==> src/rtl/uart_tx_serializer.sv <==
// UART transmit serializer: start, DATA_W data bits, optional parity, 1-2 stop bits; idles high.
// Latency: first start-bit clock follows the accept edge; frame takes (1+DATA_W+par+STOP_BITS)*CLKS_PER_BIT clocks.
// Backpressure: tx_ready low for the whole frame; next word is accepted one clock after tx_done at the earliest.
module uart_tx_serializer #(
    parameter int DATA_W       = 8,
    parameter int CLKS_PER_BIT = 434,
    parameter int PARITY       = 0,
    parameter int STOP_BITS    = 1,
    parameter int LSB_FIRST    = 1
) (
    input  logic              clk,
    input  logic              rst,
    input  logic              tx_valid,
    input  logic [DATA_W-1:0] tx_data,
    output logic              tx_ready,
    output logic              ser_bit,
    output logic              busy,
    output logic              tx_done
);

    localparam int CNT_W = $clog2(CLKS_PER_BIT);
    localparam int BIT_W = $clog2(DATA_W);
    localparam logic [CNT_W-1:0] CNT_MAX  = CNT_W'(CLKS_PER_BIT - 1);
    localparam logic [BIT_W-1:0] BIT_LAST = BIT_W'(DATA_W - 1);
    localparam logic             STOP_LAST = (STOP_BITS == 2);

    if (PARITY < 0 || PARITY > 2 || STOP_BITS < 1 || STOP_BITS > 2 ||
        DATA_W < 5 || DATA_W > 10 || CLKS_PER_BIT < 2) begin : g_bad_param
        $error("uart_tx_serializer: illegal parameter combination");
    end

    typedef enum logic [2:0] {
        S_IDLE,
        S_START,
        S_DATA,
        S_PARITY,
        S_STOP
    } state_t;

    state_t            state_q;
    logic [CNT_W-1:0]  cnt_q;
    logic [BIT_W-1:0]  bit_q;
    logic              stop_q;
    logic [DATA_W-1:0] shift_q;
    logic [DATA_W-1:0] shift_d;
    logic              parity_q;
    logic              ser_q;
    logic              ready_q;
    logic              busy_q;
    logic              done_q;
    logic              at_edge;
    logic              head_bit;
    logic              next_bit;

    // The bit on the line is always the head of the shift register, whichever end that is.
    always_comb begin
        shift_d  = (LSB_FIRST != 0) ? (shift_q >> 1) : (shift_q << 1);
        head_bit = (LSB_FIRST != 0) ? shift_q[0] : shift_q[DATA_W-1];
        next_bit = (LSB_FIRST != 0) ? shift_d[0] : shift_d[DATA_W-1];
        at_edge  = (cnt_q == CNT_MAX);
    end

    always_ff @(posedge clk) begin
        if (!rst) begin
            state_q  <= S_IDLE;
            cnt_q    <= '0;
            bit_q    <= '0;
            stop_q   <= 1'b0;
            shift_q  <= '0;
            parity_q <= 1'b0;
            ser_q    <= 1'b1;
            ready_q  <= 1'b1;
            busy_q   <= 1'b0;
            done_q   <= 1'b0;
        end else begin
            done_q <= 1'b0;
            if (state_q != S_IDLE) begin
                cnt_q <= at_edge ? '0 : cnt_q + CNT_W'(1);
            end
            case (state_q)
                S_IDLE: begin
                    if (tx_valid) begin
                        shift_q  <= tx_data;
                        parity_q <= (PARITY == 2) ? ~^tx_data : ^tx_data;
                        cnt_q    <= '0;
                        bit_q    <= '0;
                        stop_q   <= 1'b0;
                        ser_q    <= 1'b0;
                        ready_q  <= 1'b0;
                        busy_q   <= 1'b1;
                        state_q  <= S_START;
                    end
                end
                S_START: begin
                    if (at_edge) begin
                        ser_q   <= head_bit;
                        state_q <= S_DATA;
                    end
                end
                S_DATA: begin
                    if (at_edge) begin
                        if (bit_q == BIT_LAST) begin
                            if (PARITY != 0) begin
                                ser_q   <= parity_q;
                                state_q <= S_PARITY;
                            end else begin
                                ser_q   <= 1'b1;
                                state_q <= S_STOP;
                            end
                        end else begin
                            bit_q   <= bit_q + BIT_W'(1);
                            shift_q <= shift_d;
                            ser_q   <= next_bit;
                        end
                    end
                end
                S_PARITY: begin
                    if (at_edge) begin
                        ser_q   <= 1'b1;
                        state_q <= S_STOP;
                    end
                end
                S_STOP: begin
                    if (at_edge) begin
                        if (stop_q == STOP_LAST) begin
                            ready_q <= 1'b1;
                            busy_q  <= 1'b0;
                            done_q  <= 1'b1;
                            state_q <= S_IDLE;
                        end else begin
                            stop_q <= 1'b1;
                        end
                    end
                end
                default: state_q <= S_IDLE;
            endcase
        end
    end

    assign tx_ready = ready_q;
    assign ser_bit  = ser_q;
    assign busy     = busy_q;
    assign tx_done  = done_q;

endmodule

==> config.mk <==
export PLATFORM = sky130hd
export DESIGN_NAME = uart_tx_serializer
export DESIGN_NICKNAME = d
export VERILOG_FILES = /design/src/rtl/uart_tx_serializer.sv
export SDC_FILE = /design/constraint.sdc
export NUM_CORES = 1
export LEC_CHECK = 0
export ABC_AREA = 1
export BUFFER_PORTS_ARGS = -buffer_cell sky130_fd_sc_hd__buf_2
export CORE_UTILIZATION = 40
export DETAILED_ROUTE_END_ITERATION = 12
export GPL_ROUTABILITY_DRIVEN = 0
export PLACE_DENSITY = 0.64
export REMOVE_ABC_BUFFERS = 1
export SLEW_MARGIN = 20
export SYNTH_ARGS = -nofsm -noshare
export SYNTH_HDL_FRONTEND = slang
export SYNTH_SLANG_ARGS = --single-unit
==> constraint.sdc <==
create_clock -name clk -period 1.7 [get_ports clk]
set_input_delay 0.34 -clock clk [delete_from_list [all_inputs] [get_ports clk]]
set_output_delay 0.34 -clock clk [all_outputs]
set_load 0.05 [all_outputs]
==> Word level (Yosys, flattened, before mapping) <==
Index checks and enable logic that the tools add are counted.
{ "word_totals": {"reg_bits": 28, "latchBits": 0, "ramBits": 0, "romBits": 0, "inputBits": 11, "out_inout_bits": 4, "elab_cells": 73, "memories": 0} }
{ "classes": {"n_addsub": 2, "multipliers": 0, "div": 0, "magnitude_cmp": 0, "n_eq_ne": 14, "shift": 0, "muxes": 37, "bitwise": 0, "reduce_logical": 11} }
{ "ops": {"columns": ["operator", "n"], "rows": [
  ["$mux 9", 4],
  ["$mux 3", 10],
  ["$mux 8", 3],
  ["$ne 2x2->1 const B", 8],
  ["$pmux 8 s2", 1],
  ["$pmux 3 s5", 1],
  ["$mux 1", 13],
  ["$add 9x1->9 const B", 1],
  ["$eq 9x9->1 const B", 1],
  ["$reduce_and 4->1", 2],
  ["$reduce_and 7->1", 1],
  ["$eq 3x2->1 const B", 2],
  ["$eq 3x3->1 const B", 2],
  ["$pmux 1 s2", 3],
  ["$pmux 3 s2", 1],
  ["$reduce_and 3->1", 2],
  ["$reduce_and 5->1", 1],
  ["$pmux 1 s4", 1],
  ["$reduce_bool 2->1", 2],
  ["$reduce_bool 4->1", 1],
  ["$add 3x1->3 const B", 1],
  ["$eq 3x1->1 const B", 1],
  ["$logic_not 3->1", 1],
  ["$reduce_bool 3->1", 1]
]} }

==> Longest topological paths before layout <==
{ "depth": {"ltp_word": 5, "ltp_mapped": 10, "ltp_nobuf": 10} }

==> Least setup slack after synthesis <==
OpenSTA, ideal clock, no wires.
{ "synth_timing": {"kind": "register to register", "start": "register cnt_q[1]", "end": "register shift_q[1]", "setup_ps": 113, "arrival_time_ps": 1199, "t_required_ps": 1587, "setup_slack_ps": 388, "stages_incl_launch_ff": 11, "n_path_buf": 1, "period_less_slack_ps": 1312, "path_cell_list": "dfxtp_1 > inv_1 > ha_1 > nand2_1 > nor2_1 > nand2_2 > nand2_2 > buf_6 > nand3_1 > nand2_1 > nor2_1"} }
{ "synth_via": {"elab_chain_cells": 3} }
{ "synth_rtl": {"columns": ["element", "line_no", "rtl"], "rows": [
  ["start, declared", "41", "logic [CNT_W-1:0] cnt_q;"],
  ["start signal, assigned", "78", "cnt_q <= at_edge ? '0 : cnt_q + CNT_W'(1);"],
  ["$eq 9x9->1", "60", "at_edge = (cnt_q == CNT_MAX);"],
  ["$ne 2x2->1 (no source line)", null, null],
  ["$reduce_and 4->1 (no source line)", null, null],
  ["end signal, assigned", "83", "shift_q <= tx_data;"],
  ["end signal, assigned", "112", "shift_q <= shift_d;"],
  ["end, declared", "44", "logic [DATA_W-1:0] shift_q;"]
]} }
No other way between the ends.
A chain may end at the register's enable or synchronous reset.

==> Worst setup path after layout <==
{ "layout_timing": {"start": "register bit_q[0]", "end": "register shift_q[3]"} }
{ "layout_via": {"elab_chain_cells": 3} }
{ "layout_rtl": {"columns": ["element", "line_no", "rtl"], "rows": [
  ["start, declared", "42", "logic [BIT_W-1:0] bit_q;"],
  ["start signal, assigned", "111", "bit_q <= bit_q + BIT_W'(1);"],
  ["$eq 3x3->1", "102", "if (bit_q == BIT_LAST) begin"],
  ["$ne 2x2->1 (no source line)", null, null],
  ["$reduce_and 4->1 (no source line)", null, null]
]} }
No other way between the ends.

==> results.ini <==
[global_route]
grt_max_degree = 19
grt_pass1_wl_um = 5860
grt_use_total = 0.178
grt_pass1_vias = 1358
antenna_found_initial = 0
gr-total-overflow = 0

[logic_synthesis]
synth_mux_area_frac = 0
ys_warn_count = 0
syn_area_per_cell_um2 = 6.60
synthAdderAreaFrac = 0.0322
synth_xor_area_frac = 0
netlist_area_mm2 = 0.00156
ys_types = 28
yosysSeqAreaShare = 0.347
ys_ff_latch = 27
yosys.area_share.simple = 0.451
syn_inst = 236
synth_compound_area_frac = 0.0756
synth_top_family_by_area = simple AND/OR/NAND/NOR gates

[min_path]
hold_class = in -> reg
min_to = shift_q[7]
hold_start = tx_data[7]
whs_path_depth = 3

[die]
die_y_um = 64.4
die_area_mm2 = 0.00414
core_area_mm2 = 0.00369
fp.dieW_um = 64.4
ios = 15
rows = 22
start_util = 0.422

[power_and_ir_drop]
pwr-share-comb = 0.494
swShare = 0.463
p_clk_frac = 0.144
peakVddDrop_mv = 0.661
p_switching_w = 0.00123
power.density_mw_per_mm2 = 1530
power.internal_w = 0.00142
p_leak_nw = 0.768
power_frac_seq = 0.362

[detailed_routing]
firstDrtPassIters = 4
wl_um = 3270
post_drt_wl_per_cell_um = 10.9
drt_iter0_drc = 73
viasPerCell = 4.81
drc_errors = 0
detail-route-antenna-nets = 0
vias = 1447

[clocking]
h-tree-depth = 1
cts_buffers = 3
clock_latency_ns = 0.27
cts_tree = done
cts-root-buf = clkbuf_8
holdBufCountCts = 0
post_cts_resized = 0
post_cts_buffers = 0
clkSinkCount = 27
clkSlewWorstSetupHoldPaths_ns = 0.10
cts_buffer_depth = 2

[final_layout]
final_common_cell = nand2_1
diodes = 0
final_cell_mix = 61 x nand2_1, 37 x nor2_1, 32 x nand3_1
nNetsFinal = 269
syn2layout_area_growth_pct = 11.3
drive_gt1_frac = 0.158

[setup_path]
worstSetupEndpointType = register
r2r-start = bit_q[0]
reg2reg_slack_ns = 0.17
crit_fanout = 12
arrival_ns = 1.75
rr_endpoint = shift_q[3]
cp-start-kind = register
worst_r2r_path_depth = 9
crit_required_ns = 1.92
path_class = reg -> reg

[timing]
setup-violations-final = 0
worst_pin_slew_ns = 0.357
setup_tns_ns = 0
fin_crit_ns = 1.53
max_freq_ghz = 0.656
finClkSkew_ns = 0.00513
slew_viol_final = 0
finalCritPeriodShare = 0.897
relSlewSlack = 0.761
rsz0062_at_grt = false
final_hold_viol_count = 0
hold_ws_ns = 0.316

[placement]
io_buffer_count = 14
dp_hpwl_um = 2400

[run]
max-cap-violations = 0

[status]
outcome = finished, final reports clean

[power by group through the flow]
stage          sequential, W  combinational [W]  clock, W
5_1_grt             0.000981            0.00151  0.000421
2_1_floorplan        0.00100           0.000997         0
3_5_place_dp        0.000969            0.00131         0
6_report            0.000959            0.00131  0.000383
4_1_cts             0.000958            0.00131  0.000389
3_3_place_gp        0.000968            0.00130         0
[per-stage QoR]
step / worst slack (ns) / cell area [um2] / util / total power (W) / cells
after global placement: 0.203 / 1680 / 0.455 / 0.00226 / 297
after CTS: 0.130 / 1730 / 0.468 / 0.00266 / 301
after detailed placement: 0.157 / 1680 / 0.455 / 0.00227 / 297
after floorplan: 0.341 / 1530 / - / 0.00200 / 232
after global routing: 0.00685 / 1730 / 0.470 / 0.00291 / 301
final: 0.174 / 1730 / 0.470 / 0.00265 / 301
[logic make-up after synthesis]
family,count (synthesis)
AO/OA/AOI/OAI,22
flip-flops,27
buffers and inverters,33
adder cells (fa/ha/maj),4
AND/OR/NAND/NOR,150
[layout make-up]
class	instances	area (um2)
Timing Repair Buffer	17	92.6
Clock buffer	3	41.3
Multi-Input combinational cell	176	875
Inverter	29	116
Clock inverter	1	7.51
Sequential cell	27	541
Fill cell	402	1960
Tap cell	48	60.1
[worst max-delay path: stages (launching register included)]
cell and delay [ns]:
dfxtp_1 0.35, ha_1 0.21, ha_1 0.19, inv_1 0.07, nand3_2 0.09, nand2_2 0.22, nand2_2 0.12, clkinv_4 0.10
nor2_1 0.04, nor2_1 0.09
[worst max-delay path by stage]
stage                   from          to  slack (ns)  depth (start not counted)
finish              bit_q[0]  shift_q[3]        0.17                          9
global placement    cnt_q[1]  shift_q[6]        0.20                         10
floorplan           cnt_q[1]  shift_q[0]        0.34                         10
detailed placement  cnt_q[1]  shift_q[2]        0.16                         10
CTS                 cnt_q[1]  shift_q[6]        0.13                         10
global route        bit_q[0]  shift_q[3]       0.007                          9
[sequential cells by signal (all words and copies together), names as in the netlist]
| signal | cells |
|---|---|
| shift_q | 8 |
| state_q | 3 |
| tx_done | 1 |
| bit_q | 3 |
| ser_bit | 1 |
| busy | 1 |
| cnt_q | 9 |
| tx_ready | 1 |
[Yosys cell counts]
cell type | count | area share
nand2_1 | 61 | 0.15
nor2_1 | 37 | 0.089
nand3_1 | 32 | 0.10
dfxtp_1 | 27 | 0.35
inv_1 | 23 | 0.055
a21oi_1 | 12 | 0.039
o21ai_0 | 7 | 0.023
nand2_2 | 5 | 0.020
ha_1 | 4 | 0.032
inv_2 | 3 | 0.0072
nor3_1 | 3 | 0.0096
buf_6 | 2 | 0.014
nand3_2 | 2 | 0.013
nand3_4 | 2 | 0.023
nand3b_1 | 2 | 0.0096
nand4_1 | 2 | 0.0080
a21oi_2 | 1 | 0.0056
buf_1 | 1 | 0.0024
clkbuf_1 | 1 | 0.0024
clkinv_1 | 1 | 0.0024
clkinv_4 | 1 | 0.0056
inv_4 | 1 | 0.0040
nor2_2 | 1 | 0.0040
nor2_8 | 1 | 0.013
nor3b_2 | 1 | 0.0080
o21a_1 | 1 | 0.0048
o22ai_1 | 1 | 0.0040
or2_2 | 1 | 0.0040
[metal layers]
layer  vias to the layer above  part of all wire  track usage
met2                        25              0.46        0.300
met3                         4             0.043       0.0232
met4                         0             0.014       0.0694
met1                       630              0.48        0.228
met5                         -                 0            0
li1                        788                 -            -
Note: power is estimated with default switching activity, not from simulation.
